[src/rtl/adder_share_arb.sv]
// Round-robin arbiter sharing one 16-bit Ladner-Fischer adder among NREQ lanes.
// Two-stage pipeline: operand register, then adder into a result register.
module add (
  input  logic [15:0] a_i,
  input  logic [15:0] b_i,
  output logic [15:0] sum_o
);

  logic [15:0] g, p, gn, pn;
  int j;

  always_comb begin
    g  = a_i & b_i;
    p  = a_i ^ b_i;
    gn = g;
    pn = p;
    j  = 0;
    // Each level merges a bit with the top of the previous aligned block
    for (int l = 0; l < 4; l++) begin
      gn = g;
      pn = p;
      for (int i = 0; i < 16; i++) begin
        if (((i >> l) & 1) != 0) begin
          j = ((i >> l) << l) - 1;
          gn[i] = g[i] | (p[i] & g[j[3:0]]);
          pn[i] = p[i] & p[j[3:0]];
        end
      end
      g = gn;
      p = pn;
    end
    sum_o = (a_i ^ b_i) ^ {g[14:0], 1'b0};
  end

endmodule

module adder_share_arb #(
  parameter int NREQ = 4,
  parameter int IDW  = 2
) (
  input  logic              clk,
  input  logic              rst_n,
  input  logic [NREQ-1:0]   req_valid,
  output logic [NREQ-1:0]   req_ready,
  input  logic [NREQ*16-1:0] req_a,
  input  logic [NREQ*16-1:0] req_b,
  output logic              rsp_valid,
  input  logic              rsp_ready,
  output logic [IDW-1:0]    rsp_id,
  output logic [15:0]       rsp_sum,
  output logic              busy,
  output logic [15:0]       op_count
);

  logic            s1_valid_q;
  logic [15:0]     s1_a_q, s1_b_q;
  logic [IDW-1:0]  s1_id_q;
  logic            rsp_valid_q;
  logic [15:0]     rsp_sum_q;
  logic [IDW-1:0]  rsp_id_q;
  logic [IDW-1:0]  ptr_q, ptr_d;
  logic [15:0]     cnt_q, cnt_d;

  logic              adv1, adv2, hit, acc;
  logic [IDW-1:0]    gnt;
  logic [IDW:0]      wsum;
  logic [2*NREQ-1:0] dbl;
  logic [15:0]       sel_a, sel_b, add_s;

  assign adv2 = !rsp_valid_q | rsp_ready;
  assign adv1 = !s1_valid_q | adv2;

  // Rotate so the scan starts at ptr; offset is mapped back with wrap
  always_comb begin
    dbl  = {req_valid, req_valid} >> ptr_q;
    hit  = 1'b0;
    wsum = '0;
    for (int k = 0; k < NREQ; k++) begin
      if (!hit && dbl[k]) begin
        hit  = 1'b1;
        wsum = {1'b0, ptr_q} + (IDW+1)'(k);
      end
    end
    if (wsum >= (IDW+1)'(NREQ))
      wsum = wsum - (IDW+1)'(NREQ);
    gnt = wsum[IDW-1:0];
  end

  assign acc = hit & adv1;

  always_comb begin
    req_ready = '0;
    sel_a     = '0;
    sel_b     = '0;
    for (int k = 0; k < NREQ; k++) begin
      if (gnt == IDW'(k)) begin
        req_ready[k] = acc & rst_n;
        sel_a        = req_a[16*k +: 16];
        sel_b        = req_b[16*k +: 16];
      end
    end
  end

  always_comb begin
    ptr_d = ptr_q;
    cnt_d = cnt_q;
    if (acc) begin
      ptr_d = (gnt == IDW'(NREQ-1)) ? '0 : gnt + 1'b1;
      if (cnt_q != 16'hFFFF)
        cnt_d = cnt_q + 16'd1;
    end
  end

  add u_add (
    .a_i   (s1_a_q),
    .b_i   (s1_b_q),
    .sum_o (add_s)
  );

  always_ff @(posedge clk or negedge rst_n) begin
    if (!rst_n) begin
      s1_valid_q  <= 1'b0;
      s1_a_q      <= '0;
      s1_b_q      <= '0;
      s1_id_q     <= '0;
      rsp_valid_q <= 1'b0;
      rsp_sum_q   <= '0;
      rsp_id_q    <= '0;
      ptr_q       <= '0;
      cnt_q       <= '0;
    end else begin
      ptr_q <= ptr_d;
      cnt_q <= cnt_d;
      if (adv2) begin
        rsp_valid_q <= s1_valid_q;
        if (s1_valid_q) begin
          rsp_sum_q <= add_s;
          rsp_id_q  <= s1_id_q;
        end
      end
      if (acc) begin
        s1_valid_q <= 1'b1;
        s1_a_q     <= sel_a;
        s1_b_q     <= sel_b;
        s1_id_q    <= gnt;
      end else if (adv1) begin
        s1_valid_q <= 1'b0;
      end
    end
  end

  assign rsp_valid = rsp_valid_q;
  assign rsp_sum   = rsp_sum_q;
  assign rsp_id    = rsp_id_q;
  assign busy      = s1_valid_q | rsp_valid_q;
  assign op_count  = cnt_q;

endmodule
[config.mk]
export PLATFORM = sky130hd
export DESIGN_NAME = adder_share_arb
export DESIGN_NICKNAME = d
export VERILOG_FILES = /design/src/rtl/adder_share_arb.sv
export SDC_FILE = /design/constraint.sdc
export NUM_CORES = 1
export LEC_CHECK = 0
export BUFFER_PORTS_ARGS = -buffer_cell sky130_fd_sc_hd__buf_2
export CORE_UTILIZATION = 53
export CTS_CLUSTER_DIAMETER = 40
export DETAILED_ROUTE_END_ITERATION = 8
export PLACE_DENSITY = 0.86
export SYNTH_ARGS = -nofsm -noshare
export SYNTH_HDL_FRONTEND = slang
export SYNTH_SLANG_ARGS = --single-unit
[constraint.sdc]
create_clock -name clk -period 4.6 [get_ports clk]
set_clock_uncertainty 0.2 [all_clocks]
set_input_delay 0.69 -clock clk [delete_from_list [all_inputs] [get_ports clk]]
set_output_delay 0.69 -clock clk [all_outputs]
set_load 0.01 [all_outputs]
; Yosys cells after proc, flatten, opt, wreduce, memory -nomap -nowiden
; Cells that the tools add are included.
[word_totals]
ff_bits = 72
in_bits = 135
output_inout_bits = 40
word_cells = 135
[classes]
add_sub_neg = 6
n_lt_le_gt_ge = 1
n_eq_ne = 4
shift = 1
mux = 24
n_bitwise = 78
n_reduce_logical = 12
[ops]
columns = operator, n
row1 = 16-bit two-way mux, 8
row2 = 1-bit AND, 44
row3 = 16-bit XOR, 2
row4 = 1-bit OR, 31
row5 = 16-bit by 1-bit adder with 16-bit output (second input constant), 1
row6 = 16-bit inequality test (second input constant), 1
row7 = 15-bit AND, 1
row8 = 1-bit two-way mux, 10
row9 = 3-bit two-way mux, 3
row10 = 8-bit by 2-bit >> shifter with 4-bit output, 1
row11 = 2-bit by 2-bit adder with 3-bit output (second input constant), 2
row12 = 2-bit two-way mux, 3
row13 = 1-bit zero test, 5
row14 = 2-bit == test (second input constant), 2
row15 = 2-bit AND reduction, 2
row16 = 2-bit by 1-bit adder with 3-bit output (second input constant), 1
row17 = 3-bit greater-or-equal comparator (second input constant), 1
row18 = 1-bit logical AND, 3
row19 = 2-bit by 1-bit adder with 2-bit output (second input constant), 1
row20 = 2-bit by 1-bit == test with 1-bit output (second input constant), 1
row21 = 2-bit zero test, 1
row22 = 2-bit nonzero test, 1
row23 = 2-bit by 1-bit subtractor with 2-bit output (second input constant), 1

; Depth between registers and ports, before layout
[logic_depth]
word_depth = 18
ltp_mapped = 12
depth_no_buf = 11

; Hierarchy
; Synthesis repeated with hierarchy kept, for this count alone.
[unflattened]
hier_cells = 490
area_unflattened_um2 = 4804.6
[modules_own_cells]
columns = module, n_inst, cells_each, area_each_um2, seq_area_each_um2
row1 = adder_share_arb, 1, 413, 4171.5, 1801.7
row2 = add, 1, 77, 633.1, 0.0

; Worst setup path before layout
; Ideal clock, no wire load.
[synth_timing]
kind = input to output
from = input port req_valid[0]
to = output port req_ready[3]
arrival_time_ps = 2280
t_required_ps = 3710
slack_ps = 1430
path_stages = 8
n_path_buf = 2
path_cell_list = nor2b_1 > a21oi_1 > o22ai_1 > a21oi_1 > ha_1 > clkbuf_1 > buf_1 > and3_1
[synth_via]
elab_chain_cells = 15
word_cells_on_any_way = 22
cone_classes = add/sub (1) / order compare (1) / eq/ne (1) / shift (1) / mux (10) / bitwise (2) / reduce/logical (6)
[synth_lines]
columns = element, line_no
row1 = start: declaration, 43  ; input logic [NREQ-1:0] req_valid,
row2 = 8-bit by 2-bit >> shifter with 4-bit output (*), 75  ; dbl = {req_valid, req_valid} >> ptr_q;
row3 = 1-bit two-way mux, 79  ; if (!hit && dbl[k]) begin
row4 = 1-bit zero test, 79
row5 = 1-bit logical AND, 79
row6 = 1-bit two-way mux, 79
row7 = 1-bit zero test, 79
row8 = 1-bit logical AND, 79
row9 = 1-bit two-way mux, 79
row10 = 1-bit zero test, 79
row11 = 1-bit logical AND, 79
row12 = 3-bit two-way mux (*), 79
row13 = 3-bit greater-or-equal comparator / 2-bit by 1-bit subtractor with 2-bit output (equally long branches), "84, 85"
row14 = 2-bit two-way mux (*), 84  ; if (wsum >= (IDW+1)'(NREQ))
row15 = via wsum[0], 66  ; logic [IDW:0] wsum;
row16 = 2-bit == test (*), 96  ; if (gnt == IDW'(k)) begin
row17 = 1-bit two-way mux (*), 96
row18 = end: declaration, 44  ; output logic [NREQ-1:0] req_ready,
; The timed path passes the listed nets; every way through them passes the cells marked *.

; Worst setup path in the final report
[layout_timing]
from = input port req_valid[0]
to = output port req_ready[2]
; The elaborated chain is that of the path after synthesis.

==> impl_metrics.json <==
{
  "status": "complete, no violations",
  "cp_data_arrival_time_ns": 2.61,
  "synth-seq-area-share_pct": 41.0,
  "critPathMaxStageDelay_ns": 0.80,
  "cts.repair.resized": 0,
  "min_period_over_period_pct": 76.2,
  "yosys-top-cells-count": "dfrtp_1, nand2_1, a21oi_1, o21ai_0, nor2b_1",
  "cp_cell_sequence": "buf_2 > nor2b_1 > a21oi_1 > o22ai_1 > a21oi_1 > inv_1 > ha_2 > and3_1 > buf_2",
  "ios": 175,
  "critPathCaptureType": "output pin",
  "gp_congestion": 0.914,
  "syn_avg_cell_area_um2": 8.97,
  "die_y_um": 93.1,
  "rows": 32,
  "fin_tns_setup_ns": 0,
  "cts_tree": "done",
  "vias": 4269,
  "routed_wl_um": 11200,
  "clock_sinks": 72,
  "ys.flop_type": "dfrtp_1",
  "synthTopCellsByArea": "dfrtp_1, a221oi_1, a21oi_1, ha_1, nand2_1",
  "ant_nets": 0,
  "hold_buffers": 0,
  "fin_hold_ws_ns": 0.282,
  "dpl_worst_slack_ns": 1.13,
  "grt_pass1_wl_um": 18200,
  "report.final.slew_viol_count": 0,
  "placed_area_mm2": 0.00527,
  "clk_latency_ns": 0.36,
  "synth.distinct_cells": 41,
  "start_util_pct": 55.7,
  "drc": 0,
  "ys_seq_elements": 72,
  "cp.required_ns": 3.71,
  "synth.most_common_cell": "dfrtp_1",
  "drtIter0Drc": 191,
  "fill_cells": 633,
  "max_freq_ghz": 0.285,
  "utilization_pct": 69.7,
  "grt_start_max_net_pins": 73,
  "worst_pin_slew_ns": 0.926,
  "multi_input_area_mm2": 0.00239,
  "power.density_mw_per_mm2": 637,
  "fin_ws_ns": 1.10,
  "die_area_mm2": 0.00866,
  "layout.nets": 803,
  "rr_worst_depth": 12,
  "crit_type": "input pin to output pin",
  "r2r_start": "ptr_q[0]$_DFFE_PN0P_",
  "dp_hpwl_um": 8600,
  "cts_root_buffer": "clkbuf_8",
  "min_path_type": "flop to flop",
  "die_width_um": 93.1,
  "yosysTopAreaCell": "dfrtp_1",
  "routedWlPerCell_um": 14.9,
  "yosys_warnings": 0,
  "fin_crit_ns": 3.50,
  "core_mm2": 0.00789,
  "synth_edf_count": 0,
  "stdcell_area_mm2": 0.00550,
  "synth_top_area_share_pct": 41.0,
  "startpoint": "req_valid[0]",
  "regArea_mm2": 0.00180,
  "critPathTopFamily": "adder cells",
  "crit_fanout": 65,
  "antenna_found_initial": 0,
  "via_per_inst": 5.68,
  "path_clk_slew_ns": 0.07,
  "path_depth": 9,
  "ir_drop_mv": 0.289,
  "clock_path_buffers": 2,
  "startpoint_type": "input pin",
  "max-cap-violations": 0,
  "dr.pass1.iters": 5,
  "crit_slowest_cell": "ha_2",
  "htreeDepth": 3,
  "cts_made_buffers": 9,
  "holdPathStages": 2,
  "n_antenna_cell": 0,
  "rsz0062_at_grt": "false",
  "syn2layout_area_growth_pct": 25.1,
  "synth_fp_nets": 648,
  "gr-total-overflow": 0,
  "gr-usage-all-layers_pct": 26.9,
  "cts_setup_buffers": 0,
  "setup_viol": 0,
  "synth-async-reset-ratio_pct": 100,
  "final-hold-violation-count": 0,
  "cp_num_buf_inv": 3,
  "p_leak_nw": 2.61,
  "slew-limit-headroom_pct": 38.3,
  "grt_pass1_vias": 3972,
  "synth_area_mm2": 0.00439,
  "drive_gt1_share_pct": 32.2,
  "synthCells": 490,
  "hp-start": "rsp_sum[5]$_DFFE_PN0P_",
  "io_buffers": 174
}
==> metal layers <==
| metal | GRT usage, % | wire (µm) |
|---|---|---|
| met2 | 44.5 | 5500 |
| met5 | 0 | 0 |
| met4 | 11.5 | 284 |
| met1 | 35.1 | 4790 |
| met3 | 4.39 | 665 |
==> registers in the layout, indices dropped and copies added (netlist names) <==
register and count:
op_count 16, ptr_q 2, rsp_id 2, rsp_sum 16
rsp_valid 1, s1_a_q 16, s1_b_q 16, s1_id_q 2
s1_valid_q 1
==> layout make-up <==
| cell class | count | area share (%) |
|---|---|---|
| multi-input combinational | 372 | 43.5 |
| inverter | 12 | 0.819 |
| clock inverter | 5 | 1.43 |
| sequential | 72 | 32.8 |
| tap | 102 | 2.32 |
| timing repair buffer | 178 | 16.4 |
| clock buffer | 11 | 2.75 |
==> report_power, final <==
| part | switching, mW | leakage, nW | internal [mW] |
|---|---|---|---|
| logic | 1.02 | 1.61 | 0.786 |
| registers | 0.214 | 0.876 | 0.907 |
| clock network | 0.238 | 0.119 | 0.334 |
==> tightest hold or removal path: stages, from the launching register on <==
cell and delay (ns):
dfrtp_1 0.34, nand2_1 0.05, o21ai_0 0.06
==> metrics by stage <==
| stage | std cells | power [mW] |
|---|---|---|
| after floorplan | 490 | 2.36 |
| after global placement | 736 | 2.83 |
| after detailed placement | 736 | 2.91 |
| after CTS | 752 | 3.50 |
| after global routing | 752 | 3.79 |
| final | 752 | 3.50 |
==> worst paths after layout <==
| check | to | slack, ns |
|---|---|---|
| worst min register to register | rsp_sum[5]$_DFFE_PN0P_ | 0.28 |
| worst max-delay path | req_ready[2] | 1.10 |
| min in group asynchronous | rsp_valid$_DFFE_PN0P_ | 0.42 |
| worst max register to register | s1_b_q[11]$_DFFE_PN0P_ | 1.67 |
| max in group asynchronous | op_count[15]$_DFFE_PN0P_ | 3.22 |
| worst min-delay path | rsp_sum[5]$_DFFE_PN0P_ | 0.28 |
==> cells by family (layout without fill, tap and decap cells) <==
family / Yosys count / in the layout / share of synthesized area (%)
xor+xnor: 25 / 25 / 4.98
simple gates: 169 / 169 / 19.3
compound gates: 147 / 147 / 20.7
mux: 8 / 8 / 2.05
buf+inv: 46 / 206 / 4.73
flops: 72 / 72 / 41.0
fa+ha+maj: 23 / 23 / 7.23
==> placed cells by master (no fill, tap or decap), types with 2 or more instances in the layout <==
master	count
nand2b_1	2
fa_1	4
buf_4	4
ha_2	2
and3_1	7
nand3_1	7
o21ai_0	46
a211oi_1	2
o211ai_1	3
nor4_1	2
ha_1	17
a221oi_1	32
inv_1	12
nor3_1	32
a21o_1	4
a21oi_1	48
buf_2	174
a31oi_1	2
nand2_1	63
bufinv_16	2
nand4_1	7
nor2_1	8
o31ai_1	2
nor2b_1	33
xor2_1	10
nand3b_1	2
o22ai_1	3
clkinv_2	2
xnor2_1	15
clkbuf_8	11
dfrtp_1	72
mux2_2	8
No activity file was read; power rests on OpenSTA's default activity.
